--- src/rtl/prng_lfsr_stream.sv ---
// Fibonacci-LFSR word generator with seed load, zero-seed substitution, optional whitening
// and a valid/ready output stream. States: GEN | stepping and collecting bits; HOLD | one finished word parked in col.
module prng_lfsr_stream #(
  parameter int                 STATE_W      = 16,
  parameter int                 OUT_W        = 8,
  parameter logic [STATE_W-1:0] TAPS         = 16'hD008,
  parameter logic [STATE_W-1:0] DEFAULT_SEED = 16'hACE1
) (
  input  logic               clk,
  input  logic               rst,
  input  logic               en,
  input  logic               whiten,
  input  logic               seed_valid,
  input  logic [STATE_W-1:0] seed_data,
  output logic [OUT_W-1:0]   out_data,
  output logic               out_valid,
  input  logic               out_ready,
  output logic               seed_fixed
);

  localparam int               CNT_W    = (OUT_W > 1) ? $clog2(OUT_W) : 1;
  localparam logic [CNT_W-1:0] CNT_LAST = CNT_W'(OUT_W - 1);

  typedef enum logic {GEN = 1'b0, HOLD = 1'b1} state_t;

  state_t             state_q, state_d;
  logic [STATE_W-1:0] s_q, s_step, seed_eff;
  logic [OUT_W-1:0]   col_q, col_step, hi_slice, lo_slice, word;
  logic [CNT_W-1:0]   cnt_q;
  logic               fb, seed_zero;
  logic               step, word_done, direct_load, hold_release, handshake;

  always_comb begin
    fb        = ^(s_q & TAPS);
    s_step    = {s_q[STATE_W-2:0], fb};
    col_step  = (col_q << 1) | OUT_W'(s_q[STATE_W-1]);
    hi_slice  = s_step[STATE_W-1 -: OUT_W];
    lo_slice  = s_step[OUT_W-1:0];
    // rotations are confined to OUT_W bits; OUT_W==1 degenerates to identity
    word      = col_step;
    if (whiten)
      word = col_step ^ ((hi_slice << 1) | (hi_slice >> (OUT_W - 1)))
                      ^ ((lo_slice >> 1) | (lo_slice << (OUT_W - 1)));
    seed_zero = (seed_data == '0);
    seed_eff  = seed_zero ? DEFAULT_SEED : seed_data;
  end

  always_ff @(posedge clk) begin
    if (rst) state_q <= GEN;
    else     state_q <= state_d;
  end

  always_comb begin
    state_d = state_q;
    if (seed_valid) begin
      state_d = GEN;
    end else begin
      case (state_q)
        GEN:     if (word_done && !direct_load) state_d = HOLD;
        HOLD:    if (out_ready) state_d = GEN;
        default: state_d = GEN;
      endcase
    end
  end

  always_comb begin
    handshake    = out_valid && out_ready;
    step         = (state_q == GEN) && en && !seed_valid;
    word_done    = step && (cnt_q == CNT_LAST);
    direct_load  = word_done && (!out_valid || out_ready);
    hold_release = (state_q == HOLD) && out_ready && !seed_valid;
  end

  always_ff @(posedge clk) begin
    if (rst) begin
      s_q        <= DEFAULT_SEED;
      col_q      <= '0;
      cnt_q      <= '0;
      out_data   <= '0;
      out_valid  <= 1'b0;
      seed_fixed <= 1'b0;
    end else begin
      seed_fixed <= 1'b0;
      if (seed_valid) begin
        s_q        <= seed_eff;
        col_q      <= '0;
        cnt_q      <= '0;
        out_valid  <= 1'b0;
        seed_fixed <= seed_zero;
      end else begin
        if (step) begin
          s_q <= s_step;
          if (word_done) begin
            cnt_q <= '0;
            // a word that cannot be handed off is parked in the collector
            col_q <= direct_load ? col_step : word;
          end else begin
            col_q <= col_step;
            cnt_q <= cnt_q + CNT_W'(1);
          end
        end
        if (direct_load) begin
          out_data  <= word;
          out_valid <= 1'b1;
        end else if (hold_release) begin
          out_data  <= col_q;
        end else if (handshake) begin
          out_valid <= 1'b0;
        end
      end
    end
  end

endmodule
--- config.mk ---
export PLATFORM = sky130hd
export DESIGN_NAME = prng_lfsr_stream
export DESIGN_NICKNAME = d
export VERILOG_FILES = /design/src/rtl/prng_lfsr_stream.sv
export SDC_FILE = /design/constraint.sdc
export NUM_CORES = 1
export LEC_CHECK = 0
export CAP_MARGIN = 20
export CORE_UTILIZATION = 40
export CTS_CLUSTER_SIZE = 12
export DETAILED_ROUTE_END_ITERATION = 10
export PLACE_DENSITY = 0.68
export SYNTH_ARGS = -nofsm -noshare
export SYNTH_HDL_FRONTEND = slang
export SYNTH_SLANG_ARGS = --single-unit
--- constraint.sdc ---
create_clock -name clk -period 2.3 [get_ports clk]
set_clock_uncertainty 0.2 [all_clocks]
set_input_delay 0.23 -clock clk [delete_from_list [all_inputs] [get_ports clk]]
set_output_delay 0.23 -clock clk [all_outputs]
set_load 0.03 [all_outputs]
Word-level counts from Yosys, hierarchy flattened
Cells that the tools add are included.
{ "totals": {"ramBits": 0, "mem_count": 0, "latch_bits": 0, "output_inout_bits": 10, "mem_bits_ro": 0, "ff_bits": 38, "wordCells": 53} }
{ "classes": {"bitwise_logic": 7, "n_reduce_logical": 21, "n_mux": 15, "addsub": 1, "eq_ne": 2, "div": 0, "shift": 0, "n_lt_le_gt_ge": 0, "multipliers": 0} }
{ "op_table": {"columns": ["operator", "n"], "rows": [
  ["$mux W16", 3],
  ["$mux W8", 5],
  ["$logic_not A16 Y1", 1],
  ["$or A8 B1 Y8", 2],
  ["$reduce_xor A16 Y1", 1],
  ["$xor A8 B8 Y8", 2],
  ["$logic_and A1 B1 Y1", 8],
  ["$or A7 B8 Y8", 1],
  ["$reduce_bool A2 Y1", 3],
  ["$mux W1", 5],
  ["$reduce_and A2 Y1", 2],
  ["$reduce_or A2 Y1", 2],
  ["$add A3 B1 Y3 const B", 1],
  ["$eq A3 B3 Y1 const B", 1],
  ["$logic_not A1 Y1", 3],
  ["$mux W3", 1],
  ["$ne A2 B2 Y1 const B", 1],
  ["$not A1 Y1", 2],
  ["$pmux W1 S2", 1],
  ["$logic_or A1 B1 Y1", 1]
]} }

Logic depth before layout (Yosys ltp)
Gate-level depths: netlist (run 1).
{ "depth": {"word_depth": 9, "depth_mapped": 8, "mapped_depth_nobuf": 6} }

Least setup slack after synthesis (run 1)
OpenSTA, ideal clock, no wires.
{ "synth_timing": {"path_type": "reg-to-reg", "startpoint": "reg out_valid", "endpoint": "reg out_data[4]", "setup_ns": 0.132, "arrival_ns": 1.596, "path_stages_with_launch": 9, "path_slack_ns": 0.372, "synth_period_minus_slack_ns": 1.928, "path_cell_list": "dfxtp_1 > nand2b_1 > buf_2 > and3_1 > buf_4 > o21bai_4 > buf_2 > a211o_1 > a21oi_1"} }
{ "synth_between": {"elab_chain_cells": 5} }
{ "synth_rtl": {"columns": ["element", "line_no", "source"], "rows": [
  ["start: declaration", "16", "output logic out_valid,"],
  ["start signal: assignment", "80", "out_valid <= 1'b0;"],
  ["start signal: assignment", "88", "out_valid <= 1'b0;"],
  ["start signal: assignment", "104", "out_valid <= 1'b1;"],
  ["$logic_not A1 Y1 *", "70", "direct_load = word_done && (!out_valid || out_ready);"],
  ["$logic_or A1 B1 Y1 *", "70", null],
  ["$logic_and A1 B1 Y1 *", "70", null],
  ["$reduce_bool A2 Y1 (no source line)", null, null],
  ["$reduce_and A2 Y1 (no source line)", null, null],
  ["end signal: assignment", "103", "out_data <= word;"],
  ["end signal: assignment", "106", "out_data <= col_q;"],
  ["end: declaration", "15", "output logic [OUT_W-1:0] out_data,"]
]} }
Every way passes the cells marked *; elsewhere a longest branch is shown, timed or not.
A chain may end at the register's enable or synchronous reset.

Worst setup path in the final report (run 1)
{ "layout_timing": {"startpoint": "reg cnt_q[0]", "endpoint": "reg out_data[4]"} }
{ "layout_between": {"elab_chain_cells": 5} }
{ "layout_rtl": {"columns": ["element", "line_no", "source"], "rows": [
  ["start: declaration", "29", "logic [CNT_W-1:0] cnt_q;"],
  ["start signal: assignment", "99", "cnt_q <= cnt_q + CNT_W'(1);"],
  ["$eq A3 B3 Y1 *", "69", "word_done = step && (cnt_q == CNT_LAST);"],
  ["$logic_and A1 B1 Y1 *", "69", null],
  ["$logic_and A1 B1 Y1 *", "70", null],
  ["$reduce_bool A2 Y1 (no source line)", null, null],
  ["$reduce_and A2 Y1 (no source line)", null, null]
]} }
Marks and branches as above.

==> results_dict.tcl, run 1 <==
set metrics [dict create \
    placedCellCount 331 \
    synth_top_family_by_area "simple AND/OR/NAND/NOR gates" \
    io_buffers 31 \
    critPathKind "reg -> reg" \
    leakagePower_uw 0.000949 \
    n_fill_cell 484 \
    synth-simple-area-share_pct 21.0 \
    final_nets 295 \
    crit_path_end_kind "register" \
    yosysTopAreaCellShare_pct 38.2 \
    comb_power_share_pct 15.1 \
    hold_slack_ns 0.255 \
    yosysWarningCount 0 \
    drt_iter0_markers 84 \
    avgSynthCellArea_um2 8.43 \
    status "finished, final reports clean" \
    power.share.sequential_pct 50.2 \
    post-route-period-util_pct 86.3 \
    setup_viol 0 \
    routabilityCongestion 0.772 \
    critPathMaxFanout 17 \
    synthXorXnorAreaFrac_pct 7.48 \
    start_util_pct 41.9 \
    dieHeight_um 72.5 \
    p_clk_share_pct 34.6 \
    power.switching_uw 364 \
    setup_tns_ns 0 \
    drc 0 \
    synthMuxAreaShare_pct 12.8 \
    max_freq_mhz 504 \
    first_pass_iters 4 \
    syn_to_final_growth_pct 25.5 \
    ios 32 \
    wl_mm 4.37 \
    cp_data_arrival_time_ns 2.01 \
    syn_area_mm2 0.00199 \
    synth_edf_count 0 \
    wire_per_inst_um 12.9 \
    internal_power_uw 1030 \
    die_w_um 72.5 \
    synth_ff_type "dfxtp_1" \
    final_area_mm2 0.00250 \
    yosys.area_share.adder_pct 1.26 \
    via_per_inst 5.10 \
    hpwl_mm 3.13 \
    die_area_mm2 0.00526 \
    cellPowerDensity_mw_per_mm2 559 \
    mostFrequentLayoutCells "nand2_1 (38), dfxtp_1 (38), nor2_1 (31), clkdlybuf4s50_1 (31), a21oi_1 (27)" \
    hold_violations 0 \
    core_mm2 0.00475 \
    synth_area_leaders "dfxtp_1 (38%), mux2i_1 (8.0%), nand2_1 (7.2%)" \
    synth.distinct_cells 38 \
    diodes 0 \
    ys_seq_area_share_pct 38.2 \
    synthCells 236 \
    cts_resized 0 \
    holdBufCountCts 0 \
    critPathRequiredTime_ns 2.33 \
    synth_top_cell_by_area "dfxtp_1" \
    synthArstFlopShare_pct 0 \
    instances_no_fill 339 \
    drv_cap 0 \
    final_max_slew_viol_count 0 \
    placed_area_mm2 0.00241 \
    cts_setup_buffers 0 \
    ys_ff_latch 38 \
    antenna_left 0 \
    worstSkewPairLatency_ns 0.30 \
    grt_overflow 0 \
    worst_pin_slew_ns 0.519 \
    fp-row-count 25 \
    cts_tree "yes" \
    cts_made_buffers 5 \
    grt_antenna_before_repair 0 \
    min_path_type "reg -> reg" \
    grt_pass1_wl_mm 7.30 \
    synth_compound_area_share_pct 16.0 \
    track_usage_pct 18.2 \
    startpoint_type "register" \
    root_buffer "clkbuf_8" \
    path_clk_slew_ns 0.08 \
    grt_pass1_vias 1571 \
    clockBufferDepth 2 \
    grt_max_degree 31 \
    finalPower_uw 1400 \
    sw_frac_of_total_pct 26.1 \
    rsz0062_at_grt "no" \
    fin_crit_ns 1.98 \
    htree_levels 2 \
    cts.sinks 38 \
    peakVddDrop_v 0.000242 \
    vias 1730 \
    synthesis.nets 260 \
    drive_above_1_share_pct 10.7 \
    slew_headroom_pct 65.4 \
]
[per-layer routing]
layer / up-vias / global-route usage (%) / wire (um)
met5: - / 0 / 0
met4: 0 / 8.28 / 70
met3: 7 / 3.75 / 169
met2: 44 / 29.0 / 2060
met1: 791 / 23.6 / 2080
li1: 888 / - / -
[critical path, cell delays in order, from the launching register on]
cell and delay, ns:
dfxtp_1 0.36, ha_1 0.16, ha_1 0.24, and3_1 0.25, buf_4 0.23, nor2_1 0.07, a211o_1 0.26, a21oi_1 0.13
[registers in the layout, summed over array words and instances (netlist names)]
signal / flops
out_valid: 1
out_data: 8
s_q: 16
col_q: 8
state_q: 1
cnt_q: 3
seed_fixed: 1
[Yosys cell counts, types with 3 or more instances]
master	n
dfxtp_1	38
nand2_1	38
nor2_1	31
a21oi_1	27
mux2i_1	16
xor2_1	14
a211o_1	7
clkbuf_1	7
mux2_2	7
o31a_1	7
buf_2	4
nand2b_1	4
nor4_1	4
xnor2_1	3
[power groups by stage]
stage	registers [uW]	clock network (uW)	logic (uW)
floorplan	711	0	136
global placement	717	0	210
detailed placement	717	0	211
CTS	702	498	212
global route	704	518	233
finish	702	484	211
[logic make-up after synthesis]
logic type / count (synthesis)
AND/OR/NAND/NOR: 92
AO/OA/AOI/OAI: 48
flip-flops: 38
multiplexers: 24
XOR/XNOR: 17
buffers and inverters: 15
adder cells (fa/ha/maj): 2
[per-stage QoR]
step	utilization, %	setup slack [ns]
detailed placement	50.6	0.193
floorplan	-	0.372
CTS	52.5	0.315
global route	52.5	0.162
finish	52.5	0.315
global placement	50.6	0.225
[path summary, 6_finish.rpt]
check	from	end	slack, ns	cells after the start
worst max register to register	cnt_q[0]$_SDFFE_PP0P_	out_data[4]$_SDFFE_PP0P_	0.32	7
worst max-delay path	cnt_q[0]$_SDFFE_PP0P_	out_data[4]$_SDFFE_PP0P_	0.32	7
worst min-delay path	out_data[0]$_SDFFE_PP0P_	out_data[0]$_SDFFE_PP0P_	0.26	2
worst min register to register	out_data[0]$_SDFFE_PP0P_	out_data[0]$_SDFFE_PP0P_	0.26	2
[final cells by class]
class                      count  area, um2  share of cell area (%)
multi-input combinational    183       1160                    46.6
sequential                    38        761                    30.5
timing repair buffer          42        393                    15.7
clock buffer                   7       86.3                    3.46
tap                           67       83.8                    3.36
clock inverter                 1       5.00                   0.200
inverter                       1       3.75                   0.150
Note: power is estimated with default switching activity, not from simulation.
==> run 2, diff against run 1 <==
--- a/config.mk
+++ b/config.mk
@@ -6,10 +6,11 @@
 export NUM_CORES = 1
 export LEC_CHECK = 0
 export CAP_MARGIN = 20
-export CORE_UTILIZATION = 40
+export CORE_MARGIN = 3
+export CORE_UTILIZATION = 50
 export CTS_CLUSTER_SIZE = 12
 export DETAILED_ROUTE_END_ITERATION = 10
-export PLACE_DENSITY = 0.68
+export PLACE_DENSITY = 0.8
 export SYNTH_ARGS = -nofsm -noshare
 export SYNTH_HDL_FRONTEND = slang
 export SYNTH_SLANG_ARGS = --single-unit
==> run 2 against run 1 <==
  * Highest routed layer unchanged
  * Utilization is 13 points higher
  * Critical path type unchanged
  * Flip-flop and latch count stayed put
  * Sequential power hardly changed
  * Sequential share of layout area is 0.34 points higher
  * Power is 2.6% lower
  * Non-clock buffer count is 1 lower
==> results_dict.tcl, run 2 (synthesis gave the netlist of run 1 again) <==
set metrics [dict create \
    clockBufferDepth 2 \
    holdBufCountCts 0 \
    hpwl_mm 3.09 \
    hold_slack_ns 0.254 \
    die_w_um 69.1 \
    start_util_pct 53.2 \
    critPathRequiredTime_ns 2.32 \
    cts_resized 0 \
    cellPowerDensity_mw_per_mm2 551 \
    setup_tns_ns 0 \
    ios 32 \
    path_clk_slew_ns 0.07 \
    top_regs "s_q (16), col_q (8), out_data (8)" \
    antenna_left 0 \
    grt_antenna_before_repair 0 \
    cts_tree "yes" \
    min_path_type "reg -> reg" \
    worstSkewPairLatency_ns 0.29 \
    multi_input_area_mm2 0.00116 \
    hp-start "out_data[6]$_SDFFE_PP0P_" \
    wl_mm 4.12 \
    setup_viol 0 \
    drt_iter0_markers 71 \
    routabilityCongestion 0.868 \
    cts_made_buffers 5 \
    core_mm2 0.00374 \
    grt_overflow 0 \
    slew_headroom_pct 62.3 \
    r2r_cells 7 \
    r2r_setup_slack_ns 0.34 \
    via_per_inst 5.31 \
    critPathKind "reg -> reg" \
    fin_crit_ns 1.96 \
    grt_max_degree 31 \
    max_freq_mhz 509 \
    track_usage_pct 17.9 \
    htree_levels 2 \
    fp-row-count 22 \
    startpoint_type "register" \
    final_nets 294 \
    mostFrequentLayoutCells "nand2_1 (38), dfxtp_1 (38), nor2_1 (31), clkdlybuf4s50_1 (31), a21oi_1 (27)" \
    cts_setup_buffers 0 \
    crit_path_end_kind "register" \
    rsz0062_at_grt "no" \
    grt_pass1_vias 1575 \
    status "finished, final reports clean" \
    syn_to_final_growth_pct 24.1 \
    r2r_start "cnt_q[0]$_SDFFE_PP0P_" \
    leakagePower_uw 0.000944 \
    critPathMaxFanout 17 \
    wire_per_inst_um 13.0 \
    diodes 0 \
    drive_above_1_share_pct 10.0 \
    regMostFlops "s_q" \
    n_fill_cell 340 \
    die_area_mm2 0.00477 \
    cp_data_arrival_time_ns 1.98 \
    largest_reg_flops 16 \
    post-route-period-util_pct 85.4 \
    root_buffer "clkbuf_8" \
    hold_depth 2 \
    io_buffers 31 \
    worstReg2RegEnd "out_data[3]$_SDFFE_PP0P_" \
    dieHeight_um 69.1 \
    drv_cap 0 \
    grt_pass1_wl_mm 7.00 \
    hold_violations 0 \
    first_pass_iters 4 \
    cts.sinks 38 \
    seqCellArea_um2 761 \
    peakVddDrop_v 0.000338 \
    hold_end "out_data[6]$_SDFFE_PP0P_" \
    final_max_slew_viol_count 0 \
    drc 0 \
    vias 1682 \
    worst_pin_slew_ns 0.565 \
]
==> run 2: cell types whose count changed in the layout (fill, tap and decap cells not counted), sizes merged <==
cell | before | now
buf | 11 | 10
clkbuf | 7 | 6
clkinv | 1 | 0
==> run 2: where the power goes <==
group	total (uW)	internal, uW	switching (uW)	leakage [uW]
clock network	447	231	216	0.0000431
registers	703	680	23.1	0.000310
logic	210	112	98.7	0.000590
total	1360	1020	338	0.000944
==> run 2: worst max-delay path by stage <==
| stage | start | cells past startpoint | slack, ns | end |
|---|---|---|---|---|
| 6_report | cnt_q[0]$_SDFFE_PP0P_ | 7 | 0.34 | out_data[3]$_SDFFE_PP0P_ |
| 5_1_grt | cnt_q[0]$_SDFFE_PP0P_ | 7 | 0.18 | out_data[7]$_SDFFE_PP0P_ |
| 4_1_cts | cnt_q[0]$_SDFFE_PP0P_ | 7 | 0.33 | out_data[2]$_SDFFE_PP0P_ |
| 3_5_place_dp | en | 7 | 0.21 | out_data[3]$_SDFFE_PP0P_ |
| 3_3_place_gp | en | 7 | 0.25 | out_data[3]$_SDFFE_PP0P_ |
| 2_1_floorplan | out_valid$_SDFFE_PP0P_ | 8 | 0.37 | out_data[4]$_SDFFE_PP0P_ |
==> run 2: through the flow <==
step,util [%],worst slack (ns),instance area [um2],instances,total power [uW]
after floorplan,-,0.372,1990,236,847
after global placement,63.8,0.254,2390,311,923
after detailed placement,63.8,0.212,2390,311,929
after CTS,66.0,0.334,2470,317,1370
after global routing,66.0,0.178,2470,317,1420
final,66.0,0.336,2470,317,1360
==> run 2: critical path, cell delays in order (launching register included) <==
cell	delay (ns)
dfxtp_1	0.36
ha_1	0.17
ha_1	0.23
and3_1	0.25
buf_4	0.23
nor2_1	0.06
a211o_1	0.26
a21oi_1	0.14
==> run 2: final cells by class <==
| class | count | area share, % |
|---|---|---|
| Clock buffer | 6 | 3.34 |
| Multi-Input combinational cell | 183 | 47.2 |
| Inverter | 1 | 0.152 |
| Tap cell | 48 | 2.43 |
| Sequential cell | 38 | 30.8 |
| Timing Repair Buffer | 41 | 16.1 |
==> run 2: routing by layer <==
layer / routed length (um) / part of all wire [%] / track usage (%)
met5: 0 / 0 / 0
met3: 155 / 3.8 / 4.81
met2: 1980 / 48 / 29.6
met1: 1950 / 47 / 23.0
met4: 37 / 0.90 / 4.56
